<file path="src/rtl/cpu_pkg.sv">
// Shared fetch-path definitions: sequencer state encoding, boot/exception
// vectors and an address alignment helper.
package cpu_pkg;

  typedef enum logic [1:0] {
    BOOT  = 2'd0,
    FETCH = 2'd1,
    HOLD  = 2'd2,
    FAULT = 2'd3
  } fetch_state_e;

  localparam logic [31:0] RESET_VECTOR_DEF = 32'h0040_0000;
  localparam logic [31:0] EXC_VECTOR_DEF   = 32'h8000_0180;

  function automatic logic is_word_aligned(input logic [31:0] addr);
    return (addr[1:0] == 2'b00);
  endfunction

endpackage

</file>
<file path="src/rtl/fetch_sequencer_if.sv">
// Bundle between the fetch sequencer and its neighbours: PC block, instruction
// memory port, decode stage and the redirect/exception sources.
interface fetch_sequencer_if;

  logic [31:0] pc_address;
  logic        pc_count;
  logic        pc_use_new;
  logic [31:0] pc_new;
  logic        imem_req;
  logic [31:0] imem_addr;
  logic        imem_ready;
  logic [31:0] imem_rdata;
  logic        instr_valid;
  logic [31:0] instr;
  logic [31:0] instr_pc;
  logic        stall;
  logic        redirect_valid;
  logic [31:0] redirect_target;
  logic        exception;
  logic        fetch_fault;

  // Sequencer side: drives PC controls, fetch requests and decode handoff.
  modport master (
    input  pc_address,
    input  imem_ready,
    input  imem_rdata,
    input  stall,
    input  redirect_valid,
    input  redirect_target,
    input  exception,
    output pc_count,
    output pc_use_new,
    output pc_new,
    output imem_req,
    output imem_addr,
    output instr_valid,
    output instr,
    output instr_pc,
    output fetch_fault
  );

  // Environment side: PC block, memory, decode and control sources.
  modport slave (
    output pc_address,
    output imem_ready,
    output imem_rdata,
    output stall,
    output redirect_valid,
    output redirect_target,
    output exception,
    input  pc_count,
    input  pc_use_new,
    input  pc_new,
    input  imem_req,
    input  imem_addr,
    input  instr_valid,
    input  instr,
    input  instr_pc,
    input  fetch_fault
  );

endinterface

</file>
<file path="src/rtl/fetch_timeout_counter.sv">
// Saturating wait counter for outstanding fetches; flags when the wait has
// reached TIMEOUT-1 cycles.
module fetch_timeout_counter #(
  parameter int TIMEOUT = 16
) (
  input  logic clk,
  input  logic rst,
  input  logic clear,
  input  logic enable,
  output logic expired
);

  localparam int W = $clog2(TIMEOUT) + 1;
  localparam logic [W-1:0] LIMIT   = W'(TIMEOUT - 1);
  localparam logic [W-1:0] SAT_MAX = {W{1'b1}};

  logic [W-1:0] count_r;

  // Count waiting cycles; clear wins, and the count sticks at all-ones.
  always_ff @(posedge clk or negedge rst) begin
    if (!rst) begin
      count_r <= '0;
    end else if (clear) begin
      count_r <= '0;
    end else if (enable && (count_r != SAT_MAX)) begin
      count_r <= count_r + W'(1);
    end else begin
      count_r <= count_r;
    end
  end

  assign expired = (count_r >= LIMIT);

endmodule

</file>
<file path="src/rtl/fetch_sequencer.sv">
// Fetch sequencer: walks the PC block through sequential fetch, redirects and
// exception vectoring, and hands fetched words to decode under backpressure.
module fetch_sequencer
  import cpu_pkg::*;
#(
  parameter logic [31:0] RESET_VECTOR = RESET_VECTOR_DEF,
  parameter logic [31:0] EXC_VECTOR   = EXC_VECTOR_DEF,
  parameter int          TIMEOUT      = 16
) (
  input logic               clk,
  input logic               rst,
  fetch_sequencer_if.master bus
);

  // RESET_VECTOR is only a reference: the PC block resets itself to it.
  if ((TIMEOUT < 2) || !is_word_aligned(RESET_VECTOR) || !is_word_aligned(EXC_VECTOR)) begin : g_param_check
    $error("fetch_sequencer: TIMEOUT must be >= 2 and vectors word aligned");
  end

  fetch_state_e state_r;
  logic [31:0]  instr_r;
  logic [31:0]  instr_pc_r;
  logic         instr_valid_r;
  logic         fault_r;

  logic in_fetch_s;
  logic live_s;
  logic exc_s;
  logic redir_live_s;
  logic redir_ok_s;
  logic redir_bad_s;
  logic accept_s;
  logic timeout_s;
  logic cnt_clear_s;
  logic cnt_enable_s;
  logic expired_s;

  // Event decode in priority order: exception, bad redirect, redirect, fetch data.
  always_comb begin
    in_fetch_s   = (state_r == FETCH);
    live_s       = (state_r != BOOT);
    exc_s        = live_s && bus.exception;
    redir_live_s = live_s && (state_r != FAULT) && bus.redirect_valid && !exc_s;
    redir_ok_s   = redir_live_s && is_word_aligned(bus.redirect_target);
    redir_bad_s  = redir_live_s && !is_word_aligned(bus.redirect_target);
    accept_s     = in_fetch_s && bus.imem_ready && !exc_s && !redir_live_s;
    timeout_s    = in_fetch_s && !bus.imem_ready && expired_s;
    cnt_clear_s  = exc_s || redir_ok_s || accept_s;
    cnt_enable_s = in_fetch_s && !bus.imem_ready;
  end

  fetch_timeout_counter #(
    .TIMEOUT (TIMEOUT)
  ) u_timeout (
    .clk     (clk),
    .rst     (rst),
    .clear   (cnt_clear_s),
    .enable  (cnt_enable_s),
    .expired (expired_s)
  );

  // PC block controls and memory request; a load always overrides counting.
  always_comb begin
    bus.pc_count   = accept_s;
    bus.pc_use_new = exc_s || redir_ok_s;
    if (exc_s) begin
      bus.pc_new = EXC_VECTOR;
    end else if (redir_ok_s) begin
      bus.pc_new = bus.redirect_target;
    end else begin
      bus.pc_new = 32'h0000_0000;
    end
    bus.imem_req = in_fetch_s;
    if (in_fetch_s) begin
      bus.imem_addr = bus.pc_address;
    end else begin
      bus.imem_addr = 32'h0000_0000;
    end
  end

  // Sequencer state and registered decode-side outputs.
  always_ff @(posedge clk or negedge rst) begin
    if (!rst) begin
      state_r       <= BOOT;
      instr_r       <= 32'h0000_0000;
      instr_pc_r    <= 32'h0000_0000;
      instr_valid_r <= 1'b0;
      fault_r       <= 1'b0;
    end else if (state_r == BOOT) begin
      state_r <= FETCH;
    end else if (exc_s) begin
      instr_valid_r <= 1'b0;
      fault_r       <= 1'b0;
      state_r       <= FETCH;
    end else if (redir_bad_s) begin
      instr_valid_r <= 1'b0;
      fault_r       <= 1'b1;
      state_r       <= FAULT;
    end else if (redir_ok_s) begin
      instr_valid_r <= 1'b0;
      state_r       <= FETCH;
    end else begin
      case (state_r)
        FETCH: begin
          if (bus.imem_ready) begin
            instr_r       <= bus.imem_rdata;
            instr_pc_r    <= bus.pc_address;
            instr_valid_r <= 1'b1;
            state_r       <= HOLD;
          end else if (timeout_s) begin
            fault_r <= 1'b1;
            state_r <= FAULT;
          end else begin
            state_r <= FETCH;
          end
        end
        HOLD: begin
          // The handoff cycle doubles as the re-request bubble.
          if (instr_valid_r && !bus.stall) begin
            instr_valid_r <= 1'b0;
            state_r       <= FETCH;
          end else begin
            state_r <= HOLD;
          end
        end
        FAULT: begin
          instr_valid_r <= 1'b0;
          state_r       <= FAULT;
        end
        default: begin
          instr_valid_r <= 1'b0;
          state_r       <= BOOT;
        end
      endcase
    end
  end

  assign bus.instr       = instr_r;
  assign bus.instr_pc    = instr_pc_r;
  assign bus.instr_valid = instr_valid_r;
  assign bus.fetch_fault = fault_r;

endmodule

</file>
<file path="src/flat_wrapper.sv">
// flat-port wrapper written by rule: the top's interface ports become plain ports
module fetch_sequencer_flat import cpu_pkg::*;
#(
  parameter logic [31:0] RESET_VECTOR = RESET_VECTOR_DEF,
  parameter logic [31:0] EXC_VECTOR   = EXC_VECTOR_DEF,
  parameter int          TIMEOUT      = 16
)
  (clk, rst, bus_pc_address, bus_imem_ready, bus_imem_rdata, bus_stall, bus_redirect_valid, bus_redirect_target, bus_exception, bus_pc_count, bus_pc_use_new, bus_pc_new, bus_imem_req, bus_imem_addr, bus_instr_valid, bus_instr, bus_instr_pc, bus_fetch_fault);
  fetch_sequencer_if bus_i ();
  input logic clk;
  input logic rst;
  input wire logic [$bits(bus_i.pc_address)-1:0] bus_pc_address;
  input wire logic [$bits(bus_i.imem_ready)-1:0] bus_imem_ready;
  input wire logic [$bits(bus_i.imem_rdata)-1:0] bus_imem_rdata;
  input wire logic [$bits(bus_i.stall)-1:0] bus_stall;
  input wire logic [$bits(bus_i.redirect_valid)-1:0] bus_redirect_valid;
  input wire logic [$bits(bus_i.redirect_target)-1:0] bus_redirect_target;
  input wire logic [$bits(bus_i.exception)-1:0] bus_exception;
  output wire logic [$bits(bus_i.pc_count)-1:0] bus_pc_count;
  output wire logic [$bits(bus_i.pc_use_new)-1:0] bus_pc_use_new;
  output wire logic [$bits(bus_i.pc_new)-1:0] bus_pc_new;
  output wire logic [$bits(bus_i.imem_req)-1:0] bus_imem_req;
  output wire logic [$bits(bus_i.imem_addr)-1:0] bus_imem_addr;
  output wire logic [$bits(bus_i.instr_valid)-1:0] bus_instr_valid;
  output wire logic [$bits(bus_i.instr)-1:0] bus_instr;
  output wire logic [$bits(bus_i.instr_pc)-1:0] bus_instr_pc;
  output wire logic [$bits(bus_i.fetch_fault)-1:0] bus_fetch_fault;
  assign bus_i.pc_address = bus_pc_address;
  assign bus_i.imem_ready = bus_imem_ready;
  assign bus_i.imem_rdata = bus_imem_rdata;
  assign bus_i.stall = bus_stall;
  assign bus_i.redirect_valid = bus_redirect_valid;
  assign bus_i.redirect_target = bus_redirect_target;
  assign bus_i.exception = bus_exception;
  assign bus_pc_count = bus_i.pc_count;
  assign bus_pc_use_new = bus_i.pc_use_new;
  assign bus_pc_new = bus_i.pc_new;
  assign bus_imem_req = bus_i.imem_req;
  assign bus_imem_addr = bus_i.imem_addr;
  assign bus_instr_valid = bus_i.instr_valid;
  assign bus_instr = bus_i.instr;
  assign bus_instr_pc = bus_i.instr_pc;
  assign bus_fetch_fault = bus_i.fetch_fault;
  fetch_sequencer #(.RESET_VECTOR(RESET_VECTOR), .EXC_VECTOR(EXC_VECTOR), .TIMEOUT(TIMEOUT)) u_core (.clk(clk), .rst(rst), .bus(bus_i));
endmodule
</file>
<file path="config.mk">
export PLATFORM = sky130hd
export DESIGN_NAME = fetch_sequencer_flat
export DESIGN_NICKNAME = d
export VERILOG_FILES = /design/src/rtl/cpu_pkg.sv /design/src/rtl/fetch_sequencer_if.sv /design/src/rtl/fetch_timeout_counter.sv /design/src/rtl/fetch_sequencer.sv /design/src/flat_wrapper.sv
export SDC_FILE = /design/constraint.sdc
export NUM_CORES = 1
export LEC_CHECK = 0
export CORE_AREA = 2 2 92 94
export DETAILED_ROUTE_END_ITERATION = 6
export DIE_AREA = 0 0 94 96
export DONT_BUFFER_PORTS = 1
export SLEW_MARGIN = 20
export SYNTH_ARGS = -nofsm -noshare
export SYNTH_HDL_FRONTEND = slang
export SYNTH_SLANG_ARGS = --single-unit
</file>
<file path="constraint.sdc">
create_clock -name clk -period 2.65 [get_ports clk]
set_input_delay 0.3975 -clock clk [delete_from_list [all_inputs] [get_ports clk]]
set_output_delay 0.3975 -clock clk [all_outputs]
set_load 0.1 [all_outputs]
</file>
==> out/qor.txt <==
Global-route wire length before repair: 12,540 um
Sequential element share of the synthesized area: 52.78%
Setup slack of the critical path after layout: 0.2174 ns
Maximum fanout along the worst path: 30
Dominant cell type by area after synthesis: dfrtp_1
Count of nets after finishing: 456
Latest clock arrival within the worst-skew pair: 0.33 ns
Post-synthesis register bit count: 73
Total core area: 8051 um^2
Initial antenna violation count: 0
Endpoint of the worst register-to-register path: u_core.u_timeout.count_r[3]$_DFFE_PN0P_
Post-placement cell area: 4821 um^2
Count of cell types in the netlist: 35
Total global-route track usage: 17.94%
Accumulated negative setup slack: 0 ns
Place WS: 0.4466 ns
Worst hold path depth: 1
Maximum number of pins on one net before global-route repair: 74
Setup Buffers After CTS: 0
Clock tree from TritonCTS: done
Floorplan die area: 9024 um^2
Fraction of final layout cells with drive strength greater than 1: 50.71%
Total Wirelength: 8438 um
Number of antenna-violating nets in the routed design: 0
Die X: 94 um
Portion of the clock cycle consumed by the worst path in the final layout: 91.80%
Initial standard-cell utilization of the core: 42.98%
Port-buffer cells: 0
Required time of the critical path: 2.25 ns
Worst Setup SP: u_core.state_r[0]$_DFF_PN0_
Worst-Margin Slew: 0.9336 ns
Fin util: 63.06%
CTS sink cnt: 73
Async set or reset register ratio after synthesis: 100.0%
Data arrival, critical path: 2.04 ns
WL per Instance: 18.50 um
Half-perimeter wire length after detailed placement: 6634 um
RR Startpoint: u_core.state_r[1]$_DFF_PN0_
Vias in the first global route: 2,517
Cell area after synthesis: 3461 um^2
Critical path destination: bus_pc_new[31]
Vias post-DR: 2,423
CTS clk-pin slew, worst paths: 0.08 ns
CTS Buf Count: 9
Number of enable flip-flop cells after synthesis: 0
Buffer type at the clock tree root: clkbuf_8
Worst min-delay path class: in -> reg
Setup repair after global routing missed its margin: false
Critical-path cell list: inv_1 > ha_1 > and4bb_4 > nand2_1 > nand2_1 > buf_4
Final Instance Area: 5077 um^2
CP Capture Type: output pin
Final hold violation count: 0
Number of stages on the worst setup path: 6
Cell occurring most often along the worst timing path: nand2_1
Final setup fails: 0
Category of the worst setup path launch point: flip-flop
Flip-flop cell with the highest count after synthesis: dfrtp_1
Max Clock Skew: 0.009433 ns
Max-slew violation total from the final report: 0
Minimum clock period: 2.433 ns
Critical Path Max Stage Delay: 0.43 ns
Diodes inserted: 0
Boundary pin count: 235
Total global routing overflow: 0
Slowest cell on crit path: dfrtp_1
Die span in y: 96 um
Number of design-rule violations left by the first detailed-router iteration: 57
Top area cells in the synthesized netlist: dfrtp_1 53%, mux2_2 19%, and2_1 6.0%
Gate count of the mapped netlist: 283
Drt via density: 5.314
Number of max-capacitance violations reported: 0
Buffers and inverters on the worst path: 2
Status: complete, no violations
First drt pass iteration count: 4
Depth of the worst register-to-register path: 5
Achievable Freq: 411.1 MHz
Number of warnings issued by yosys: 0
Worst-case clock buffer depth: 2
Top Family by Delay on Critical Path: simple AND/OR/NAND/NOR gates
Count of fill cells added during filler insertion: 608
Top post-synthesis cells by count: 73 x dfrtp_1, 59 x mux2_2, 33 x and2_1
Synthesized area per cell: 12.23 um^2
Count leader, synth: dfrtp_1
Number of remaining DRC errors: 0
Number of placement rows: 33
Fraction of post-synthesis cell area in the top cell type by area: 52.78%
# H-tree levels: 3
Worst rel slew slack: 37.76%
Critical path type: reg -> out
Routability Congestion: 0.7385
Area overhead of the layout relative to synthesis: 46.71%
Flop2flop setup slack: 0.50 ns
[how the worst min path moves through the flow]
stage	from	to	slack, ns
CTS	bus_imem_rdata[29]	u_core.bus.instr[29]$_DFFE_PN0P_	0.17
global route	bus_imem_rdata[29]	u_core.bus.instr[29]$_DFFE_PN0P_	0.16
finish	bus_imem_rdata[29]	u_core.bus.instr[29]$_DFFE_PN0P_	0.20
global placement	rst	u_core.bus.instr[6]$_DFFE_PN0P_	0.10
detailed placement	rst	u_core.bus.instr[11]$_DFFE_PN0P_	0.10
floorplan	rst	u_core.bus.fetch_fault$_DFFE_PN0P_	0.10
[final cells by class]
cell class | instances | area (um^2) | area share [%]
repair buffers | 71 | 1306 | 25.73
multi-input cells | 187 | 1579 | 31.10
inverters | 5 | 18.77 | 0.3696
well taps | 105 | 131.4 | 2.587
clock inverters | 6 | 91.34 | 1.799
clock buffers | 9 | 123.9 | 2.440
flip-flops and latches | 73 | 1827 | 35.98
[registers in the layout, summed over array words and instances (netlist names)]
signal,count
u_core.bus.fetch_fault,1
u_core.bus.instr,32
u_core.bus.instr_valid,1
u_core.state_r,2
u_core.bus.instr_pc,32
u_core.u_timeout.count_r,5
[metal layers]
metal / GRT usage [%] / routed length [um] / vias to the layer above
met4: 7.609 / 145 / 0
met1: 18.20 / 2752 / 1162
met2: 32.38 / 4545 / 146
li1: - / - / 1105
met5: 0 / 0 / -
met3: 7.596 / 995 / 10
[through the flow]
stage	hold WS, ns	instances
6_report	0.1974	456
5_1_grt	0.1605	456
4_1_cts	0.1713	456
3_5_place_dp	0.1032	439
3_3_place_gp	0.1031	439
2_1_floorplan	0.1019	284
[cell families after synthesis]
logic type	after synthesis	share of synthesized area [%]
xor+xnor	2	0.5062
other cells	1	0.1084
fa+ha+maj	7	2.531
simple gates	97	16.85
buf+inv	24	3.290
mux	64	20.82
flops	73	52.78
compound gates	15	3.109
[timing repair]
action                                  CTS  global route
endpoints found under the setup margin    0            30
endpoints found under the hold margin    73             0
resized for setup                         0             1
hold buffers                              2             0
[placed cells by master (no fill, tap or decap), types with 2 or more instances in the layout]
| master | Yosys | routed |
|---|---|---|
| a21oi_1 | 3 | 3 |
| buf_4 | 2 | 9 |
| nand4bb_1 | 2 | 2 |
| nor4bb_1 | 2 | 2 |
| a211oi_1 | 3 | 3 |
| bufinv_16 | 0 | 2 |
| buf_12 | 0 | 60 |
| o21ai_0 | 3 | 3 |
| mux2_2 | 59 | 59 |
| clkbuf_8 | 0 | 9 |
| conb_1 | 1 | 2 |
| xnor2_1 | 2 | 2 |
| ha_1 | 7 | 6 |
| clkinv_4 | 0 | 2 |
| and3_1 | 29 | 29 |
| inv_1 | 5 | 5 |
| nand2_1 | 13 | 13 |
| nor2_1 | 9 | 8 |
| dfrtp_1 | 73 | 73 |
| and2_1 | 33 | 3 |
| and2_2 | 0 | 30 |
| mux2_1 | 5 | 5 |
Power is not shown: default switching activity piles up to over one toggle a cycle in this logic, so the estimate is an artifact.
